<file path="src/rtl/priority_encoder_display.sv">
// Priority encoder with a stability filter and a registered 7-segment hex display.
// The display shows either the live stable winner or the highest stable index seen (peak hold).
module priority_encoder_display #(
  parameter int WIDTH  = 16,
  parameter int STABLE = 4
) (
  input  logic             clk,
  input  logic             rst,
  input  logic [WIDTH-1:0] data,
  input  logic             mode,
  input  logic             clear,
  output logic [6:0]       segments,
  output logic             none,
  output logic [3:0]       index,
  output logic             update
);

  localparam logic [7:0] STABLE_C = 8'(STABLE);

  logic [WIDTH-1:0] data_q;
  logic             cand_none;
  logic [3:0]       cand_idx;
  logic             prev_none;
  logic [3:0]       prev_idx;
  logic [7:0]       count;
  logic [7:0]       count_next;
  logic             same;
  logic             accept;
  logic             load;
  logic [6:0]       cand_segments;

  function automatic logic [6:0] hex7(input logic [3:0] value);
    logic [6:0] pattern;
    case (value)
      4'h0:    pattern = 7'b0111111;
      4'h1:    pattern = 7'b0000110;
      4'h2:    pattern = 7'b1011011;
      4'h3:    pattern = 7'b1001111;
      4'h4:    pattern = 7'b1100110;
      4'h5:    pattern = 7'b1101101;
      4'h6:    pattern = 7'b1111101;
      4'h7:    pattern = 7'b0000111;
      4'h8:    pattern = 7'b1111111;
      4'h9:    pattern = 7'b1101111;
      4'hA:    pattern = 7'b1110111;
      4'hB:    pattern = 7'b1111100;
      4'hC:    pattern = 7'b0111001;
      4'hD:    pattern = 7'b1011110;
      4'hE:    pattern = 7'b1111001;
      default: pattern = 7'b1110001;
    endcase
    return pattern;
  endfunction

  // Highest set bit wins because later loop iterations overwrite earlier ones.
  always_comb begin
    cand_none = (data_q == '0);
    cand_idx  = 4'd0;
    for (int i = 0; i < WIDTH; i++) begin
      if (data_q[i]) cand_idx = 4'(i);
    end
  end

  // A new candidate restarts the run at 1; acceptance fires once, on the edge the run reaches STABLE.
  always_comb begin
    same = (cand_none == prev_none) && (cand_idx == prev_idx);
    if (!same)
      count_next = 8'd1;
    else if (count < STABLE_C)
      count_next = count + 8'd1;
    else
      count_next = count;
    accept = (count_next == STABLE_C) && (!same || (count < STABLE_C));
  end

  always_comb begin
    if (mode)
      load = accept && !cand_none && (none || (cand_idx > index));
    else
      load = accept && ((cand_none != none) || (cand_idx != index));
    cand_segments = cand_none ? 7'b0000000 : hex7(cand_idx);
  end

  always_ff @(posedge clk) begin
    if (rst) begin
      data_q    <= '0;
      prev_none <= 1'b1;
      prev_idx  <= 4'd0;
      count     <= 8'd0;
      none      <= 1'b1;
      index     <= 4'd0;
      segments  <= 7'b0000000;
      update    <= 1'b0;
    end else begin
      data_q <= data;
      if (clear) begin
        prev_none <= 1'b1;
        prev_idx  <= 4'd0;
        count     <= 8'd0;
        none      <= 1'b1;
        index     <= 4'd0;
        segments  <= 7'b0000000;
        update    <= 1'b0;
      end else begin
        prev_none <= cand_none;
        prev_idx  <= cand_idx;
        count     <= count_next;
        update    <= load;
        if (load) begin
          none     <= cand_none;
          index    <= cand_idx;
          segments <= cand_segments;
        end
      end
    end
  end

endmodule

</file>
<file path="config.mk">
export PLATFORM = sky130hd
export DESIGN_NAME = priority_encoder_display
export DESIGN_NICKNAME = d
export VERILOG_FILES = /design/src/rtl/priority_encoder_display.sv
export SDC_FILE = /design/constraint.sdc
export NUM_CORES = 1
export LEC_CHECK = 0
export ABC_AREA = 1
export ABC_CLOCK_PERIOD_IN_PS = 4880
export CORE_ASPECT_RATIO = 1.25
export CORE_MARGIN = 5
export CORE_UTILIZATION = 59
export CTS_BUF_LIST = sky130_fd_sc_hd__clkbuf_8
export DETAILED_ROUTE_END_ITERATION = 16
export MAX_ROUTING_LAYER = met4
export PLACE_DENSITY_LB_ADDON = 0.25
export SETUP_SLACK_MARGIN = 0.1
export SLEW_MARGIN = 20
export SYNTH_ARGS = -nofsm -noshare
export SYNTH_HDL_FRONTEND = slang
export SYNTH_SLANG_ARGS = --single-unit
export TNS_END_PERCENT = 10
</file>
<file path="constraint.sdc">
create_clock -name clk -period 4.88 [get_ports clk]
set_input_delay 0.488 -clock clk [delete_from_list [all_inputs] [get_ports clk]]
set_output_delay 0.488 -clock clk [all_outputs]
set_load 0.01 [all_outputs]
</file>
# == Yosys cells after proc, flatten, opt, wreduce, memory -nomap -nowiden ==
# Memories as Yosys holds them, arrays and structs flattened.
# Index checks and enable logic that the tools add are counted.
# totals
regBits,42
rom_bits,112
inputBits,20
output_inout_bits,13
elab_cells,48
n_memories,1
# op_classes
n_addsub,1
magnitude_cmp,2
n_eq_ne,5
n_mux,19
n_reduce_logical,12
# mem_list
memory,depth,word_bits,rd,rd_ports_with_merged_regs,wr,line,source
(name not given),16,7,1,0,0,34,case (value)
# ops
cell,n
$mux W4,14
$logic_not A16 Y1,1
$mux W8,2
$add A8 B1 Y8 const B,1
$eq A8 B3 Y1 const B,1
$lt A8 B3 Y1 const B,1
$mux W7,1
$logic_and A1 B1 Y1,5
$eq A4 B4 Y1,1
$gt A4 B4 Y1,1
$ne A4 B4 Y1,1
$logic_or A1 B1 Y1,3
$logic_not A1 Y1,2
$mux W1,2
$reduce_or A2 Y1,1
$eq A1 B1 Y1,1
$ne A1 B1 Y1,1

# == Logic depth before layout (Yosys ltp) ==
# depth
depth_word,23
depth_mapped,29
mapped_depth_nobuf,29

# == Worst setup path after synthesis ==
# No wires, ideal clock.
# synth_timing
kind,reg-to-reg
startpoint,register data_q[2]
endpoint,register segments[3]
setup_ps,113
arrival_ps,2431
required_ps,4767
path_slack_ps,2336
stages_incl_launch_ff,29
n_path_buf,1
period_less_slack_ps,2544
cell_sequence,dfxtp_1 > inv_2 > nand2_1 > nand2_1 > nand2_1 > nand2_1 > nand2_1 > nand2_1 > nand2_1 > nand2_1 > nand2_1 > nand2_1 > nand2_1 > nand2_1 > nand2_1 > nand2_1 > inv_1 > ha_1 > inv_1 > a21oi_1 > o21ai_0 > nand2_1 > nand2_1 > nand2_1 > a211oi_4 > nand2_4 > buf_6 > o21ai_1 > inv_1
# synth_between
elab_chain_len,22
elab_cells_between_ends,35
cone_classes,order compare: 1; eq/ne: 5; mux: 17; reduce/logical: 11; memory: 1
# synth_lines
item,line,source
"start, declared",20,logic [WIDTH-1:0] data_q;
"start signal, assigned",95,data_q <= data;
$mux W4 (*) (14 in a row),60,if (data_q[i]) cand_idx = 4'(i);
named net cand_idx[0],22,logic [3:0] cand_idx;
$eq A4 B4 Y1,66,same = (cand_none == prev_none) && (cand_idx == prev_idx);
$logic_and A1 B1 Y1,66,
$mux W8 or $logic_not A1 Y1 (tied branches),"67, 73",
$eq A8 B3 Y1 or $logic_or A1 B1 Y1 (tied branches),73,accept = (count_next == STABLE_C) && (!same || (count < STABLE_C));
$logic_and A1 B1 Y1,73,
$logic_and A1 B1 Y1 (2 in a row),78,load = accept && !cand_none && (none || (cand_idx > index));
$mux W1,77,if (mode)
"end signal, assigned",112,segments <= cand_segments;
"end, declared",12,"output logic [6:0] segments,"
# Mark *: on every way through the listed nets, which the timed path passes. The rest lies on a longest branch.
# A chain may end at the register's enable or synchronous reset.

# == Final worst setup path ==
# layout_timing
startpoint,register data_q[2]
endpoint,register none
# layout_between
elab_chain_len,22
elab_cells_between_ends,33
cone_classes,order compare: 1; eq/ne: 5; mux: 16; reduce/logical: 11
# layout_lines
item,line,source
$mux W4 (*) (14 in a row),60,
named net cand_idx[0],22,
$eq A4 B4 Y1,66,
$logic_and A1 B1 Y1,66,
$mux W8 or $logic_not A1 Y1 (tied branches),"67, 73",
$eq A8 B3 Y1 or $logic_or A1 B1 Y1 (tied branches),73,
$logic_and A1 B1 Y1,73,
$logic_and A1 B1 Y1 (2 in a row),78,
$mux W1 (*),77,
"end signal, assigned",110,none <= cand_none;
"end, declared",13,"output logic none,"
# Marked as above.

==> parameters.txt <==
Parameter                              Value

CTS
  TritonCTS clock tree ... done
  Maximum clock path buffer count ... 2
  Cells resized by post-CTS repair ... 0
  Post-CTS repair timing setup buffer count ... 0
  Clock sink count ... 42
  Buffer type at the clock tree root ... sky130_fd_sc_hd__clkbuf_8
  Total CTS buffers ... 5
  H-Tree Level Count ... 2
  Clock latency of the later-clocked register in the worst-skew pair ... 300 ps
  Post-CTS clock slew at the launch and capture registers of the worst setup and hold paths ... 80 ps
  CTS Hold Bufs ... 0

Synthesis
  Most instantiated library cell after synthesis ... sky130_fd_sc_hd__nand2_1
  Synth Register Bits ... 42
  Sequential cell area fraction in the yosys report ... a little over two fifths
  Post-Syn Area ... slightly above 2000 um^2
  Post-synthesis cell type with the largest combined area ... sky130_fd_sc_hd__dfxtp_1
  Number of synthesized flops with an enable pin ... 0
  Yosys warning count ... 0
  Prevailing post-synth register cell ... sky130_fd_sc_hd__dfxtp_1
  Top cell types by occurrence after synthesis ... sky130_fd_sc_hd__nand2_1 (53), sky130_fd_sc_hd__nor2_1 (43), sky130_fd_sc_hd__dfxtp_1 (42), sky130_fd_sc_hd__inv_1 (42), sky130_fd_sc_hd__a21oi_1 (14)
  Mapped Cells ... approximately 270
  Fraction of synthesized cell area taken by the top area cell type ... 41.6%
  Mapped Nets ... 300
  Average instance area after synthesis ... 7.51 um^2
  Cell variety after synth ... 31
  Async set-reset flop share out of synthesis ... 0%
  Ranking of synthesized cells by area ... sky130_fd_sc_hd__dfxtp_1 (42%), sky130_fd_sc_hd__nand2_1 (9.9%), sky130_fd_sc_hd__nor2_1 (8.0%)

Pwr
  Power spent charging and discharging nets ... 0.000185 W
  Clock network power share ... 36.7%
  Internal power component ... 0.000545 W
  Proportion of total power due to net switching ... roughly 25%
  Leakage power ... 1.18 nW
  Comb power frac ... 14.2%
  Power share of the sequential group ... 49.0%
  VDD IR max ... around 0.28 mV
  P per Cell Area ... slightly below 300 nW/um^2

Critical path
  Logic depth of the worst register-to-register path ... 29
  Category of the worst setup path launch point ... flop
  Worst reg2reg startpoint ... data_q[2]
  Critical Path RT ... 5070 ps
  Reg2Reg Capture Point ... none
  Beginning of the critical path ... data_q[2]
  Crit path max-delay cell type ... sky130_fd_sc_hd__dfxtp_1
  Most repeated library cell on the critical path ... sky130_fd_sc_hd__nand2_1
  End point of the critical path ... none
  Nature of the critical path endpoint ... flop
  Critical Path AT ... 3230 ps
  Crit-path max FO ... 15
  Type of the worst setup path ... flop to flop
  Delay of the slowest cell on the worst path ... 320 ps
  R2R Setup Slk ... 1840 ps

Global route
  Via count of the first global-routing pass ... between 1,500 and 2,000
  Maximum number of pins on one net before global-route repair ... 18
  Remaining global-route overflow ... 0
  GRT Resource Usage Total ... 19.2%
  Global-route wire length before repair ... 7000 um
  Number of antenna violations at the first check in global routing ... 0

Layout
  Area delta synth->final ... 22.9%
  Number of fill cells ... approximately 250
  Antenna Diode Count ... 0
  Fraction of layout cells with a size suffix above 1 ... 9.80%
  Post-route insts no fill ... 343
  Nets ... ~340
  Cell area after layout ... around 2500 um^2

STA
  Final setup violation count ... 0
  Relative max-transition margin ... 64.4%
  Setup repair after global routing missed its margin ... false
  Fin Setup TNS ... 0 ps
  Hold Violations, Final ... 0
  Highest clock rate ... 329 MHz
  Clock Skew ... slightly below 9 ps
  Transition time at the pin with the least slew margin ... ~530 ps
  Final Critical Period ... 3040 ps
  Max Transition Viols Final ... 0
  Final period utilization ... 62.3%

Placed design
  Gp weighted congestion ... roughly 0.96
  DPL Wire Length ... 3130 um
  Total instance count after detailed placement ... around 340
  Placed cell area ... 2370 um^2
  Buffers added on ports ... 32

Detailed routing
  Number of remaining DRC errors ... 0
  Count of routing violations after the opening detailed-route iteration ... 82
  Routed wire per std cell ... 11.9 um
  Number of antenna-violating nets in the routed design ... 0
  Mean number of vias per cell ... 5.15
  Vias post-DR ... 1,765
  Overall routed net length ... 4100 um
  DRT Pass-1 Iters ... 4

Min path
  Min-delay worst type ... flop to flop
  Hold path depth ... 2

Floorplanning
  Boundary Pins ... 33
  Starting utilization of the core area ... 62.1%
  Die span in y ... roughly 75 um
  Floorplan core area ... 3250 um^2
  X dimension of the die ... a little over 60 um
  Std-Cell Rows ... 23
  Die Area ... 4700 um^2

Job
  Number of violations of the max-capacitance limit ... 0

Run status
  Result of the run ... completed
==> cell families (layout without fill, tap and decap cells) <==
family / count (synthesis) / count (layout) / synth area share [%]
flip-flops: 42 / 42 / 41.6
XOR/XNOR: 3 / 3 / 1.30
AO/OA/AOI/OAI: 29 / 29 / 8.67
AND/OR/NAND/NOR: 131 / 131 / 30.7
multiplexers: 1 / 1 / 0.558
adder cells (fa/ha/maj): 11 / 11 / 6.82
buffers and inverters: 52 / 89 / 10.3
==> registers in the layout (all words and copies together), names as in the netlist <==
register,count
none,1
prev_none,1
update,1
prev_idx,4
data_q,16
index,4
count,8
segments,7
==> layout make-up <==
cell class              instances  area, um^2  area share, %
multi-input cells             175         971           39.1
flip-flops and latches         42         841           33.9
repair buffers                 33         328           13.2
inverters                      48         185           7.46
clock buffers                   5        68.8           2.77
well taps                      37        46.3           1.87
clock inverters                 3        41.3           1.66
==> cells in the final DEF, fill, tap and decap left out, drive strengths merged <==
master         Yosys  routed
nand2             57      57
nor2              51      51
inv               46      47
dfxtp             42      42
clkdlybuf4s50      0      32
a21oi             14      14
nand3             14      14
ha                11      11
o21ai             10      10
clkbuf             3       5
nor3               4       4
nand4              4       4
xor2               3       3
clkinv             2       2
or2                1       1
o2111ai            1       1
o21bai             1       1
mux2               1       1
a211oi             1       1
a311oi             1       1
o22ai              1       1
clkinvlp           0       1
bufinv             0       1
buf                1       1
==> power by group through the flow <==
| stage | Combinational (W) | Sequential (W) | Clock, W |
|---|---|---|---|
| floorplan | 0.0000706 | 0.000364 | 0 |
| global placement | 0.000101 | 0.000365 | 0 |
| detailed placement | 0.000102 | 0.000366 | 0 |
| CTS | 0.000103 | 0.000358 | 0.000271 |
| global route | 0.000115 | 0.000359 | 0.000288 |
| finish | 0.000104 | 0.000358 | 0.000268 |
==> layer usage <==
metal  vias to the layer above  part of all wire [%]  GRT usage (%)
met2                        54                    54           37.7
li1                        900                     -              -
met5                         -                     0              -
met1                       798                    38           17.2
met4                         0                   2.8           10.1
met3                        13                   5.5           4.28
==> critical path: cells and delay by family, from the launching register on <==
family | cells | cell delay, ps
AOI/OAI and AO/OA | 3 | 550
adders and majority gates | 1 | 210
buffers and inverters | 4 | 380
DFF | 1 | 320
and+or+nand+nor | 21 | 1480
==> stage by stage <==
stage	utilization (%)	hold slack (ps)	power [W]	setup slack, ps
after floorplan	-	425	0.000435	2340
after global placement	72.9	431	0.000466	2130
after detailed placement	72.9	434	0.000468	2020
after CTS	76.3	446	0.000732	1890
after global routing	76.3	474	0.000762	1570
final	76.3	447	0.000730	1840
==> worst min-delay path by stage <==
stage,startpoint,endpoint,slack [ps]
after global routing,count[3],count[3],470
after global placement,count[6],count[6],430
after detailed placement,count[6],count[6],430
after floorplan,count[5],count[5],420
final,count[5],count[5],450
after CTS,count[6],count[6],450
Note: power is estimated with default switching activity, not from simulation.
